--- src/rtl/bakraid_gfx_pkg.sv ---
// Shared sizing, channel numbering and FSM encoding for the GFX ROM fetch arbiter.
// Channel c serves layer c>>1 (OBJ, SCR0, SCR1, SCR2) on chip c[0] (GFX0/GFX1).
package bakraid_gfx_pkg;

    localparam int GFX_NCH = 8;
    localparam int GFX_AW  = 22;
    localparam int GFX_DW  = 32;

    localparam int CH_OBJ0   = 0;
    localparam int CH_OBJ1   = 1;
    localparam int CH_SCR0_0 = 2;
    localparam int CH_SCR0_1 = 3;
    localparam int CH_SCR1_0 = 4;
    localparam int CH_SCR1_1 = 5;
    localparam int CH_SCR2_0 = 6;
    localparam int CH_SCR2_1 = 7;

    typedef enum logic {
        ST_IDLE = 1'b0,
        ST_BUSY = 1'b1
    } arb_state_e;

endpackage

--- src/rtl/bakraid_rr_pick.sv ---
// Round-robin picker: first set request strictly after i_ptr, wrapping modulo NCH.
// Purely combinational; no state.
module bakraid_rr_pick #(
    parameter int NCH = 8,
    parameter int PW  = $clog2(NCH)
) (
    input  logic [NCH-1:0] i_req,
    input  logic [PW-1:0]  i_ptr,
    output logic [PW-1:0]  o_gnt,
    output logic           o_any
);

    logic [PW-1:0] w_idx;

    // Walk from the farthest candidate back to ptr+1 so the nearest request wins last.
    always_comb begin
        o_gnt = '0;
        w_idx = '0;
        for (int i = NCH; i >= 1; i--) begin
            w_idx = PW'((int'(i_ptr) + i) % NCH);
            if (i_req[w_idx]) begin
                o_gnt = w_idx;
            end
        end
    end

    assign o_any = |i_req;

endmodule

--- src/rtl/bakraid_gfx_arb.sv ---
// GFX ROM fetch arbiter: per-channel 1-entry cache, hits answered in 0 cycles,
// misses granted round-robin to a single shared SDRAM read port, one read in flight.
module bakraid_gfx_arb
    import bakraid_gfx_pkg::*;
#(
    parameter int NCH = GFX_NCH,
    parameter int AW  = GFX_AW,
    parameter int DW  = GFX_DW
) (
    input  logic              CLK,
    input  logic              RESET_N,
    input  logic              FLUSH,
    input  logic [NCH-1:0]    CH_CS,
    input  logic [NCH*AW-1:0] CH_ADDR,
    output logic [NCH-1:0]    CH_OK,
    output logic [NCH*DW-1:0] CH_DOUT,
    output logic              SD_REQ,
    output logic [AW:0]       SD_ADDR,
    input  logic              SD_OK,
    input  logic [DW-1:0]     SD_DATA
);

    localparam int PW = $clog2(NCH);

    arb_state_e     r_state;
    logic [PW-1:0]  r_gnt;
    logic [PW-1:0]  r_ptr;
    logic           r_sd_req;
    logic [AW:0]    r_sd_addr;
    logic [NCH-1:0] r_valid;
    logic [AW-1:0]  r_tag  [NCH];
    logic [DW-1:0]  r_data [NCH];

    logic [AW-1:0]  w_addr [NCH];
    logic [NCH-1:0] w_hit;
    logic [NCH-1:0] w_miss;
    logic [PW-1:0]  w_pick;
    logic           w_any;
    logic           w_busy;
    logic           w_fill;

    assign w_busy = (r_state == ST_BUSY);
    assign w_fill = w_busy & SD_OK;

    // The channel being served is not a miss; otherwise it would be re-queued behind itself.
    for (genvar c = 0; c < NCH; c++) begin : g_ch
        assign w_addr[c]           = CH_ADDR[c*AW +: AW];
        assign w_hit[c]            = CH_CS[c] & r_valid[c] & (r_tag[c] == w_addr[c]);
        assign w_miss[c]           = CH_CS[c] & ~w_hit[c] & ~(w_busy & (r_gnt == PW'(c)));
        assign CH_DOUT[c*DW +: DW] = r_data[c];
    end

    assign CH_OK   = w_hit;
    assign SD_REQ  = r_sd_req;
    assign SD_ADDR = r_sd_addr;

    bakraid_rr_pick #(
        .NCH (NCH),
        .PW  (PW)
    ) u_pick (
        .i_req (w_miss),
        .i_ptr (r_ptr),
        .o_gnt (w_pick),
        .o_any (w_any)
    );

    always_ff @(posedge CLK or negedge RESET_N) begin
        if (!RESET_N) begin
            r_state   <= ST_IDLE;
            r_gnt     <= '0;
            r_ptr     <= PW'(NCH - 1);
            r_sd_req  <= 1'b0;
            r_sd_addr <= '0;
        end else begin
            case (r_state)
                ST_IDLE: begin
                    if (w_any) begin
                        r_gnt     <= w_pick;
                        r_ptr     <= w_pick;
                        r_sd_addr <= {w_pick[0], w_addr[w_pick]};
                        r_sd_req  <= 1'b1;
                        r_state   <= ST_BUSY;
                    end
                end
                ST_BUSY: begin
                    if (SD_OK) begin
                        r_sd_req <= 1'b0;
                        r_state  <= ST_IDLE;
                    end
                end
                default: r_state <= ST_IDLE;
            endcase
        end
    end

    // A flush landing on the fill cycle wins: the returned word is dropped.
    always_ff @(posedge CLK or negedge RESET_N) begin
        if (!RESET_N) begin
            r_valid <= '0;
        end else if (FLUSH) begin
            r_valid <= '0;
        end else if (w_fill) begin
            r_valid[r_gnt] <= 1'b1;
        end
    end

    always_ff @(posedge CLK or negedge RESET_N) begin
        if (!RESET_N) begin
            for (int c = 0; c < NCH; c++) begin
                r_tag[c]  <= '0;
                r_data[c] <= '0;
            end
        end else if (w_fill && !FLUSH) begin
            r_tag[r_gnt]  <= r_sd_addr[AW-1:0];
            r_data[r_gnt] <= SD_DATA;
        end
    end

endmodule

--- config.mk ---
export PLATFORM = sky130hd
export DESIGN_NAME = bakraid_gfx_arb
export DESIGN_NICKNAME = d
export VERILOG_FILES = /design/src/rtl/bakraid_gfx_pkg.sv /design/src/rtl/bakraid_rr_pick.sv /design/src/rtl/bakraid_gfx_arb.sv
export SDC_FILE = /design/constraint.sdc
export NUM_CORES = 1
export LEC_CHECK = 0
export ABC_CLOCK_PERIOD_IN_PS = 4500
export BUFFER_PORTS_ARGS = -buffer_cell sky130_fd_sc_hd__buf_4
export CAP_MARGIN = 20
export CORE_MARGIN = 4
export CORE_UTILIZATION = 30
export DETAILED_ROUTE_END_ITERATION = 7
export PLACE_DENSITY = 0.61
export RECOVER_POWER = 25
export SYNTH_ARGS = -nofsm -noshare
export SYNTH_HDL_FRONTEND = slang
export SYNTH_SLANG_ARGS = --single-unit
export TNS_END_PERCENT = 30
--- constraint.sdc ---
create_clock -name CLK -period 4.5 [get_ports CLK]
set_clock_uncertainty 0.15 [all_clocks]
set_input_delay 0.9 -clock CLK [delete_from_list [all_inputs] [get_ports CLK]]
set_output_delay 0.9 -clock CLK [all_outputs]
set_load 0.01 [all_outputs]
# Word level (Yosys, flattened, before mapping)
# Cells that the tools add are included.
# totals
inputBits	220
word_cells	173
out_inout_bits	288
ff_bits	471
# op_classes
addsub	8
reduce_logical	9
bitwise_logic	61
order_cmp	13
mux	43
eq_ne	17
# op_table
op	count
$bwmux 256	1
$bwmux 176	1
$eq 22x22->1	8
$demux 32 s3	1
$bmux 22 s3	1
$demux 22 s3	1
$mux 22	3
$and 1x1->1	41
$lt 3x4->1 const B	9
$mux 32	1
$bmux 1 s3	8
$mux 3	8
$not 1->1	17
$mux 8	2
$mux 1	13
$add 3x3->3 const B	4
$eq 3x3->1 const B	4
$ge 4x4->1 const B	2
$not 3->4	2
$or 8x8->8	1
$reduce_or 8->1	1
$add 3x1->3 const B	2
$add 3x2->3 const B	2
$eq 3x2->1 const B	2
12 further kinds	16

# Longest topological paths before layout
# logic_depth
depth_word	19
mapped_depth	17

# Modules after synthesis
# From an unflattened synthesis, not the netlist that was laid out.
# unflattened
hier_cells	1496
area_unflattened_um2	21717.1
# by_module_without_submodules
mod	seq_area_each_um2	area_each_um2	cells_each	n_inst
bakraid_gfx_arb	11765.0	20896.3	1397	1
bakraid_rr_pick	0.0	820.8	99	1

# Worst setup path after synthesis
# Ideal clock, no wire load.
# synth_path
path_kind	in2reg
startpoint	input CH_ADDR[58]
endpoint	register r_sd_addr[21], in the netlist SD_ADDR[21]
arrival_ns	4.680
cell_stages	13
setup_slack_ns	-0.462
cell_sequence	xor2_1 -> or4b_1 -> or4_1 -> or2_1 -> a22o_1 -> mux4_2 -> and3_1 -> o2111a_1 -> a2111oi_4 -> buf_6 -> mux2_2 -> a2111oi_0 -> o21ai_1
# synth_between
elab_chain_cells	19
# synth_lines
element	line_no	text
from (decl)	bakraid_gfx_arb.sv:14	input logic [NCH*AW-1:0] CH_ADDR,
$eq 22x22->1 *	bakraid_gfx_arb.sv:48	assign w_hit[c] = CH_CS[c] & r_valid[c] & (r_tag[c] == w_addr[c]);
$and 1x1->1 *	bakraid_gfx_arb.sv:48	
$not 1->1 *	bakraid_gfx_arb.sv:49	assign w_miss[c] = CH_CS[c] & ~w_hit[c] & ~(w_busy & (r_gnt == PW'(c)));
$and 1x1->1 * (2 in series)	bakraid_gfx_arb.sv:49	
$bmux 1 s3	bakraid_rr_pick.sv:21	if (i_req[w_idx]) begin
$mux 1 (implied by the code)	bakraid_rr_pick.sv:21	
$mux 3 (8 in series)	bakraid_rr_pick.sv:21	
$not 3->4 (implied by the code)	bakraid_gfx_arb.sv:80	r_sd_addr <= {w_pick[0], w_addr[w_pick]};
$bmux 22 s3	bakraid_gfx_arb.sv:80	
$mux 22 (implied by the code) (2 in series)	bakraid_gfx_arb.sv:80	
to (signal assigned)	bakraid_gfx_arb.sv:80	
to (decl)	bakraid_gfx_arb.sv:29	logic [AW:0] r_sd_addr;
# Every way passes the cells marked *; elsewhere a longest branch is shown, timed or not. The select of a mux whose other input is x is not followed.
# A chain may end at the register's enable or synchronous reset.

# Worst setup path after layout
# layout_path
startpoint	input CH_ADDR[54]
endpoint	register r_sd_addr[16], in the netlist SD_ADDR[16]
# Same word-level chain as after synthesis.

==> impl_metrics.env <==
export IMPL_status="finished, violations left"
export IMPL_violations="capacitance limit, slew limit"
export IMPL_max_freq_mhz=224
export IMPL_clk_path_buf_depth=3
export IMPL_fin_area_um2=30400
export IMPL_synth_flop_cell="dfrtp_1"
export IMPL_vias=16800
export IMPL_avgViaCountPerCell=5.03
export IMPL_final_period_utilization_pct=99.3
export IMPL_die_w_um=279
export IMPL_timing_rr_end="SD_ADDR[16]$_DFFE_PN0P_"
export IMPL_synth_seq_area_share_pct=53.3
export IMPL_dr_first_iter_drc_count=1068
export IMPL_p_switching_mw=10.0
export IMPL_critPathMaxFanout=16
export IMPL_rr_startpoint="r_tag[120]$_DFFE_PN0P_"
export IMPL_ys_ff_latch=470
export IMPL_layout_cells_non_filler=3348
export IMPL_critPathBufInv=4
export IMPL_tightestPinTransition_ns=2.89
export IMPL_relSlewSlack_pct=-92.4
export IMPL_nFillCells=6853
export IMPL_firstDrtPassIters=5
export IMPL_drive_gt1_share_pct=53.1
export IMPL_start_util_pct=30.3
export IMPL_p_per_area_nw_per_um2=856
export IMPL_drcViolationCount=0
export IMPL_hold_viol=0
export IMPL_rsz0062_at_grt="yes"
export IMPL_ioPinCount=508
export IMPL_cpMaxStageDelayCell="mux4_2"
export IMPL_comb_power_share_pct=53.3
export IMPL_yosys_warnings=0
export IMPL_synth_nets=1881
export IMPL_grt_ovfl_total=0
export IMPL_vdd_drop_max_mv=0.564
export IMPL_min_period_ns=4.47
export IMPL_port_buffers=507
export IMPL_syn_area_um2=22100
export IMPL_dp_cells=3240
export IMPL_cts_sinks=470
export IMPL_area_growth_pct=37.8
export IMPL_gp_congestion=0.891
export IMPL_critPathLaunch="CH_ADDR[54]"
export IMPL_final_util_pct=41.7
export IMPL_critPathKind="primary input to register"
export IMPL_grt_usage_pct=21.3
export IMPL_cts_inserted_buffers=53
export IMPL_critPathTopFamily="simple AND/OR/NAND/NOR gates"
export IMPL_fp_dieH_um=279
export IMPL_grt_pass1_wl_um=123000
export IMPL_syn_avg_cell_area_um2=13.3
export IMPL_cts_root_buf="clkbuf_16"
export IMPL_internal_power_mw=16.0
export IMPL_hp_start="r_valid[5]$_DFFE_PN0P_"
export IMPL_seqPwrFrac_pct=29.4
export IMPL_rows=99
export IMPL_synthArstFlopShare_pct=100
export IMPL_whs_path_depth=1
export IMPL_syn_inst=1659
export IMPL_pwr_share_clk_pct=17.3
export IMPL_dieArea_um2=78000
export IMPL_layout_commonest_cell="buf_4"
export IMPL_slew_violations=91
export IMPL_drt_total_wl_um=86200
export IMPL_startpoint_type="primary input"
export IMPL_setup_violations=0
export IMPL_grt_pass1_vias=17900
export IMPL_hold_class="register to register"
export IMPL_final_nets=2565
export IMPL_hold_ws_ns=0.338
export IMPL_leakage_nw=14.8
export IMPL_final_cell_mix="buf_4, dfrtp_1, mux2_2, xor2_1, mux2i_1"
export IMPL_htreeDepth=2
export IMPL_detail_route_antenna_nets=0
export IMPL_worst_r2r_setup_slack_ns=0.04
export IMPL_maxCapViolCount=1
export IMPL_finalPower_mw=26.0
export IMPL_antenna_found_initial=13
export IMPL_p_sw_share_pct=38.5
export IMPL_crit_arrival_ns=4.85
export IMPL_dp_hpwl_um=65200
export IMPL_hold_path_end="r_valid[5]$_DFFE_PN0P_"
export IMPL_grt_start_max_net_pins=93
export IMPL_crit_top_cell="buf_12"
export IMPL_rr_worst_depth=15
export IMPL_required_ns=4.88
export IMPL_cp_end_kind="register"
export IMPL_critPathMaxStageDelay_ns=0.48
export IMPL_synth_edf_count=0
export IMPL_ys_types=58
export IMPL_crit_chain="buf_4, xnor2_2, or4b_1, or4_4, or2_1, a22o_1, mux4_2, and3_4, o2111a_1, a2111oi_4, buf_6, buf_12, buf_12, mux2i_1, a221o_1, o21ai_1"
export IMPL_placed_area_um2=28500
export IMPL_cts_tree="built"
export IMPL_avgRoutedWirePerCell_um=25.7
export IMPL_clkTransAtPathRegs_ns=0.06
export IMPL_insertion_delay_ns=0.62
export IMPL_core_area_um2=73000
==> through the flow <==
step	setup slack, ns	TNS, ns
2_1_floorplan	-0.295	-3.75
3_3_place_gp	-0.672	-14.97
3_5_place_dp	-0.771	-17.36
4_1_cts	0.000933	0
5_1_grt	-0.0949	-0.818
6_report	0.0304	0
==> metal layers <==
layer	wire, µm	GRT usage, %
met1	34800	26.6
met2	41400	35.4
met3	6770	5.78
met4	3150	7.71
met5	92	0
==> cells in the mapped netlist (all sizes together) (4+ instances only) <==
master	n	area [µm²]
o22a	6	52.6
mux2	443	4990
nand2b	4	25.0
a21oi	9	45.0
a21o	6	45.0
nor3	9	45.0
nor2b	5	31.3
mux2i	118	1180
o211ai	5	37.5
and4	5	43.8
xnor2	45	394
nor2	40	150
clkbuf	69	259
nand4	17	106
o22ai	8	50.1
nor4	32	200
buf	12	90.1
a21boi	5	37.5
o21ai	37	185
and3	7	43.8
or4	7	52.6
dfrtp	467	11700
a221o	22	220
and2	9	56.3
nand2	63	236
nand3	13	65.1
inv	13	48.8
xor2	135	1180
==> worst max path at each step <==
stage,cells after the start,end
floorplan,13,SD_ADDR[21]$_DFFE_PN0P_
finish,16,SD_ADDR[16]$_DFFE_PN0P_
detailed placement,15,SD_ADDR[21]$_DFFE_PN0P_
global placement,15,SD_ADDR[21]$_DFFE_PN0P_
global route,15,SD_ADDR[21]$_DFFE_PN0P_
CTS,15,SD_ADDR[0]$_DFFE_PN0P_
==> power by group through the flow <==
stage | Combinational (mW) | Clock [mW] | Sequential, mW
after floorplan | 6.88 | 0 | 7.70
after global placement | 13.1 | 0 | 7.59
after detailed placement | 13.3 | 0 | 7.68
after CTS | 13.6 | 4.59 | 7.64
after global routing | 14.7 | 4.77 | 7.86
final | 13.9 | 4.49 | 7.65
==> kinds of logic (layout without fill, tap and decap cells) <==
kind of cell	Yosys count	in the layout	share of synthesized area, %
muxes	563	563	28.1
AOI/OAI and AO/OA	124	124	4.18
adders and majority gates	2	2	0.113
and+or+nand+nor	225	225	5.32
buffers and inverters	95	820	1.82
DFF	470	470	53.3
other	0	5	0
xor gates and xnor gates	180	180	7.14
==> layout make-up <==
cell class	instances	area (µm²)	share of cell area, %
Sequential cell	470	11800	38.7
Multi-Input combinational cell	1094	10000	32.9
Timing Repair Buffer	710	5570	18.3
Clock buffer	69	1490	4.89
Tap cell	959	1200	3.94
Clock inverter	27	319	1.05
Inverter	14	52.6	0.173
Antenna cell	5	12.5	0.0411
==> what timing repair did <==
item	CTS	global route
setup endpoints to repair	22	22
setup buffers	3	1
pin swaps	3	2
cloned	1	2
hold buffers	0	0
gates resized for setup	4	7
==> state kept, by name (all words and copies together) (netlist names) <==
name	flops
r_tag	176
r_ptr	3
r_valid	8
r_gnt	3
CH_DOUT	256
r_state	1
SD_REQ	1
SD_ADDR	22
(Power assumes the default switching activity.)
